**src/rtl/mem_port_arbiter.sv**
```systemverilog
// Arbitrates the pipeline fetch (IF) and data (MEM) ports onto one req/ack memory bus.
// Data wins contested arbitration unless fetch has been starved for STARVE_MAX data grants.
module mem_port_arbiter #(
    parameter int unsigned size       = 32,
    parameter int unsigned STARVE_MAX = 4
) (
    input  logic            clk,
    input  logic            reset,
    input  logic            if_req,
    input  logic [size-1:0] if_addr,
    input  logic            if_kill,
    output logic            if_gnt,
    output logic            if_rvalid,
    output logic [size-1:0] if_rdata,
    input  logic            d_req,
    input  logic            d_we,
    input  logic [2:0]      d_ctrl,
    input  logic [size-1:0] d_addr,
    input  logic [size-1:0] d_wdata,
    output logic            d_gnt,
    output logic            d_rvalid,
    output logic [size-1:0] d_rdata,
    output logic            mem_req,
    output logic            mem_we,
    output logic [2:0]      mem_ctrl,
    output logic [size-1:0] mem_addr,
    output logic [size-1:0] mem_wdata,
    input  logic            mem_ack,
    input  logic [size-1:0] mem_rdata
);

    localparam int unsigned CW         = 4;
    localparam logic [CW-1:0] STARVE_LIM = CW'(STARVE_MAX);
    localparam logic [2:0]  CTRL_WORD  = 3'b010;

    typedef enum logic {IDLE, BUSY} state_t;

    state_t            r_state,     w_state_nxt;
    logic              r_owner_d,   w_owner_d_nxt;
    logic              r_kill,      w_kill_nxt;
    logic [CW-1:0]     r_cnt,       w_cnt_nxt;
    logic              r_mem_req,   w_mem_req_nxt;
    logic              r_mem_we,    w_mem_we_nxt;
    logic [2:0]        r_mem_ctrl,  w_mem_ctrl_nxt;
    logic [size-1:0]   r_mem_addr,  w_mem_addr_nxt;
    logic [size-1:0]   r_mem_wdata, w_mem_wdata_nxt;
    logic              r_if_rvalid, w_if_rvalid_nxt;
    logic [size-1:0]   r_if_rdata,  w_if_rdata_nxt;
    logic              r_d_rvalid,  w_d_rvalid_nxt;
    logic [size-1:0]   r_d_rdata,   w_d_rdata_nxt;

    logic w_fr;
    logic w_d_win;
    logic w_f_win;

    // Arbitration; grants are held off while reset is asserted.
    always_comb begin
        w_fr    = if_req & ~if_kill;
        w_d_win = reset & (r_state == IDLE) & d_req & (~w_fr | (r_cnt < STARVE_LIM));
        w_f_win = reset & (r_state == IDLE) & w_fr & ~w_d_win;
    end

    assign if_gnt = w_f_win;
    assign d_gnt  = w_d_win;

    always_comb begin
        w_state_nxt     = r_state;
        w_owner_d_nxt   = r_owner_d;
        w_kill_nxt      = r_kill;
        w_cnt_nxt       = r_cnt;
        w_mem_req_nxt   = r_mem_req;
        w_mem_we_nxt    = r_mem_we;
        w_mem_ctrl_nxt  = r_mem_ctrl;
        w_mem_addr_nxt  = r_mem_addr;
        w_mem_wdata_nxt = r_mem_wdata;
        w_if_rvalid_nxt = 1'b0;
        w_if_rdata_nxt  = r_if_rdata;
        w_d_rvalid_nxt  = 1'b0;
        w_d_rdata_nxt   = r_d_rdata;

        unique case (r_state)
            IDLE: begin
                if (w_d_win) begin
                    w_state_nxt     = BUSY;
                    w_owner_d_nxt   = 1'b1;
                    w_kill_nxt      = 1'b0;
                    w_mem_req_nxt   = 1'b1;
                    w_mem_we_nxt    = d_we;
                    w_mem_ctrl_nxt  = d_ctrl;
                    w_mem_addr_nxt  = d_addr;
                    w_mem_wdata_nxt = d_wdata;
                end else if (w_f_win) begin
                    w_state_nxt     = BUSY;
                    w_owner_d_nxt   = 1'b0;
                    w_kill_nxt      = 1'b0;
                    w_mem_req_nxt   = 1'b1;
                    w_mem_we_nxt    = 1'b0;
                    w_mem_ctrl_nxt  = CTRL_WORD;
                    w_mem_addr_nxt  = if_addr;
                    w_mem_wdata_nxt = '0;
                end
            end
            BUSY: begin
                if (mem_ack) begin
                    w_state_nxt   = IDLE;
                    w_mem_req_nxt = 1'b0;
                    w_kill_nxt    = 1'b0;
                    if (r_owner_d) begin
                        w_d_rvalid_nxt = 1'b1;
                        if (!r_mem_we) begin
                            w_d_rdata_nxt = mem_rdata;
                        end
                    end else if (!(r_kill | if_kill)) begin
                        w_if_rvalid_nxt = 1'b1;
                        w_if_rdata_nxt  = mem_rdata;
                    end
                end else if (!r_owner_d && if_kill) begin
                    w_kill_nxt = 1'b1;
                end
            end
            default: w_state_nxt = IDLE;
        endcase

        // Starvation counter counts data grants made while fetch is waiting.
        if (!w_fr || w_f_win) begin
            w_cnt_nxt = '0;
        end else if (w_d_win && (r_cnt < STARVE_LIM)) begin
            w_cnt_nxt = r_cnt + CW'(1);
        end
    end

    always_ff @(posedge clk) begin
        if (!reset) begin
            r_state     <= IDLE;
            r_owner_d   <= 1'b0;
            r_kill      <= 1'b0;
            r_cnt       <= '0;
            r_mem_req   <= 1'b0;
            r_mem_we    <= 1'b0;
            r_mem_ctrl  <= '0;
            r_mem_addr  <= '0;
            r_mem_wdata <= '0;
            r_if_rvalid <= 1'b0;
            r_if_rdata  <= '0;
            r_d_rvalid  <= 1'b0;
            r_d_rdata   <= '0;
        end else begin
            r_state     <= w_state_nxt;
            r_owner_d   <= w_owner_d_nxt;
            r_kill      <= w_kill_nxt;
            r_cnt       <= w_cnt_nxt;
            r_mem_req   <= w_mem_req_nxt;
            r_mem_we    <= w_mem_we_nxt;
            r_mem_ctrl  <= w_mem_ctrl_nxt;
            r_mem_addr  <= w_mem_addr_nxt;
            r_mem_wdata <= w_mem_wdata_nxt;
            r_if_rvalid <= w_if_rvalid_nxt;
            r_if_rdata  <= w_if_rdata_nxt;
            r_d_rvalid  <= w_d_rvalid_nxt;
            r_d_rdata   <= w_d_rdata_nxt;
        end
    end

    assign mem_req   = r_mem_req;
    assign mem_we    = r_mem_we;
    assign mem_ctrl  = r_mem_ctrl;
    assign mem_addr  = r_mem_addr;
    assign mem_wdata = r_mem_wdata;
    assign if_rvalid = r_if_rvalid;
    assign if_rdata  = r_if_rdata;
    assign d_rvalid  = r_d_rvalid;
    assign d_rdata   = r_d_rdata;

endmodule

```
**config.mk**
```make
export PLATFORM = sky130hd
export DESIGN_NAME = mem_port_arbiter
export DESIGN_NICKNAME = d
export VERILOG_FILES = /design/src/rtl/mem_port_arbiter.sv
export SDC_FILE = /design/constraint.sdc
export NUM_CORES = 1
export LEC_CHECK = 0
export ABC_CLOCK_PERIOD_IN_PS = 2000
export BUFFER_PORTS_ARGS = -buffer_cell sky130_fd_sc_hd__clkbuf_2
export CAP_MARGIN = 40
export CORE_AREA = 10 10 119 121
export CTS_BUF_LIST = sky130_fd_sc_hd__clkbuf_16
export DETAILED_ROUTE_END_ITERATION = 16
export DIE_AREA = 0 0 129 131
export MAX_ROUTING_LAYER = met4
export PLACE_DENSITY_LB_ADDON = 0.25
export SETUP_SLACK_MARGIN = 0.02
export SYNTH_ARGS = -nofsm -noshare
export SYNTH_HDL_FRONTEND = slang
export SYNTH_SLANG_ARGS = --single-unit
```
**constraint.sdc**
```tcl
create_clock -name clk -period 2 [get_ports clk]
set_input_delay 0.2 -clock clk [delete_from_list [all_inputs] [get_ports clk]]
set_output_delay 0.2 -clock clk [all_outputs]
set_load 0.005 [all_outputs]
```
==> flow_summary.yaml <==
finish:
  final_cell_mix: "274 x clkbuf_2, 164 x nand2_1, 141 x dfxtp_1"
  multi_input_area_mm2: 0.00207
  stdcell_area_mm2: 0.00747
  mostFrequentLayoutCell: "clkbuf_2"
  fin_util: 0.632
  antenna_cells: 0
  regArea_mm2: 0.00284
  nets: 1043
  fill_cells: 1065
  finalNonFillerCells: 1064
  areaGrowthSynthToFinish_pct: 46.2
  drive_gt1_frac: 0.354
sta:
  final.setup.tns_ns: 0
  slew_headroom: 0.570
  fin_ws_ns: 0.155
  report.final.slew_viol_count: 0
  hold_slack_ns: 0.0181
  min_period_over_period: 0.922
  hold_viol_final: 0
  post-route-min-period_ns: 1.84
  setup_viol_count_final: 0
  fmax_mhz: 542
  rsz0062_at_grt: "false"
  finalClockSkew_ns: 0.00856
  tightest_slew_ns: 0.645
worst_setup_path:
  cp_slowest_cell: "dfxtp_2"
  slowest_delay_ns: 0.39
  cp.required_ns: 1.80
  crit_chain: "nor2b_4, o211ai_4, inv_2, buf_12, clkbuf_2"
  endpoint_kind: "output pin"
  critPathBufInv: 3
  cp_top_family: "buffers and inverters"
  crit_type: "reg2out"
  cp-start-kind: "register"
  cp.arrival_ns: 1.64
  cp_max_fo: 68
synthesis:
  avgSynthCellArea_um2: 8.18
  syn_area_mm2: 0.00511
  yosys_warnings: 0
  ys_ff_latch: 142
  syn_inst: 625
  synth_top_area_frac: 0.556
  ys_top_cells_by_area: "dfxtp_1 56%, a21oi_1 13%, nand2_1 12%, a22oi_1 5.4%, nor2_1 3.4%"
  syn_nets: 764
  yosys.area.top_type: "dfxtp_1"
  synth.distinct_cells: 29
  ys_seq_area_frac: 0.556
power_and_ir_drop:
  power.share.switching: 0.236
  clkPwrFrac: 0.457
  p_switching_mw: 1.66
  combPwrFrac: 0.110
  leakagePower_nw: 3.45
  p_int_mw: 5.37
  p_seq_frac: 0.433
  power.total_mw: 7.03
  p_per_area_mw_per_mm2: 941
  peakVddDrop_mv: 0.592
clocking:
  cts-root-buf: "clkbuf_16"
  h-tree-depth: 4
  cts_made_buffers: 17
  path_clk_slew_ns: 0.06
  insertion_delay_ns: 0.41
  clock-sinks: 142
  clockBufferDepth: 2
  cts_setup_buffers: 0
  cts_tree: "done"
placed_design:
  placed_area_mm2: 0.00662
  hpwl_mm: 12.9
  io_buffers: 274
  place_ws_ns: 0.300
  routabilityCongestion: 0.798
  placedCellCount: 1008
global_routing:
  grt_overflow: 0
  grt_max_degree: 69
  antenna_found_initial: 0
  grt_pass1_vias: 5474
  grt_first_pass_wirelength_mm: 27.6
  gr-usage-all-layers: 0.213
detailed_routing:
  vias_per_cell: 5.09
  vias: 5420
  final_antenna_net_count: 0
  routed_wl_mm: 18.1
  drt_iter0_markers: 422
  wl_per_cell_um: 17.0
  drt-pass1-iter-count: 5
  drc: 0
floorplanning:
  core-area_mm2: 0.0118
  fp.dieArea_mm2: 0.0169
  die_w_um: 129
  ios: 275
  rows: 40
  die_y_um: 131
  initial_core_util: 0.433
min_path:
  hold_class: "in2reg"
status:
  status: "complete, no violations"
run:
  max-cap-violations: 0
power by group through the flow:
stage | registers, mW | clock network [mW] | logic (mW)
final | 3.04 | 3.21 | 0.773
after detailed placement | 3.10 | 0 | 0.732
after global routing | 3.06 | 3.40 | 0.855
after floorplan | 3.10 | 0 | 0.326
after CTS | 3.04 | 3.28 | 0.773
after global placement | 3.10 | 0 | 0.729
final timing paths:
check / from / to / slack (ns) / depth (start not counted)
worst max-delay path: r_state / d_gnt / 0.16 / 5
worst min-delay path: if_addr[25] / mem_addr[25] / 0.02 / 3
worst max register to register: r_state / if_rdata[28] / 0.41 / 5
worst min register to register: r_cnt[3] / r_cnt[3] / 0.44 / 2
area by class of cell:
type	count	area share
clock buffer	17	0.0570
multi-input combinational	429	0.277
sequential	142	0.381
inverter	4	0.00201
tap	147	0.0246
clock inverter	15	0.0238
timing repair buffer	310	0.235
tightest hold or removal path: stages:
cell      delay (ns)
clkbuf_2        0.08
nand2_1         0.05
a21oi_1         0.05
Yosys cell counts:
master	n
nor2b_1	2
dfxtp_1	142
nand2b_4	1
a22oi_1	37
buf_2	13
a211oi_1	1
nand2_1	164
o22ai_1	1
o21ai_1	1
o21ai_0	32
ha_1	1
nand2b_1	1
nand3_1	2
clkbuf_1	33
mux2i_1	1
or4_1	1
inv_2	1
o211ai_4	1
a31oi_1	1
and3_1	1
inv_1	3
buf_4	3
buf_1	1
nor2_1	46
nand2_2	1
nor4_2	1
nor3_1	2
or2_2	1
a21oi_1	130
layer usage:
| metal | up-vias | GRT usage | routed length [µm] |
|---|---|---|---|
| met1 | 2491 | 0.240 | 7370 |
| met3 | 21 | 0.0745 | 1660 |
| met4 | 0 | 0.0729 | 259 |
| met2 | 251 | 0.347 | 8850 |
| met5 | - | - | 0 |
| li1 | 2657 | - | - |
state kept, by name, summed over array words and instances, names as in the netlist:
signal     count
mem_addr      32
mem_wdata     32
d_rdata       32
mem_ctrl       3
if_rvalid      1
r_owner_d      1
r_state        1
mem_we         1
r_cnt          4
r_kill         1
mem_req        1
d_rvalid       1
if_rdata      32
cells by family after synthesis:
logic type               Yosys count  share of synthesized area
buffers and inverters             54                     0.0451
flip-flops                       142                      0.556
adder cells (fa/ha/maj)            1                    0.00245
AO/OA/AOI/OAI                    204                      0.222
AND/OR/NAND/NOR                  223                      0.172
multiplexers                       1                    0.00196
what timing repair did:
action	CTS	global route
endpoints found under the setup margin	2	2
hold endpoints to repair	24	0
hold buffers	24	0
resized for setup	2	1
No activity file was read; power rests on OpenSTA's default activity.
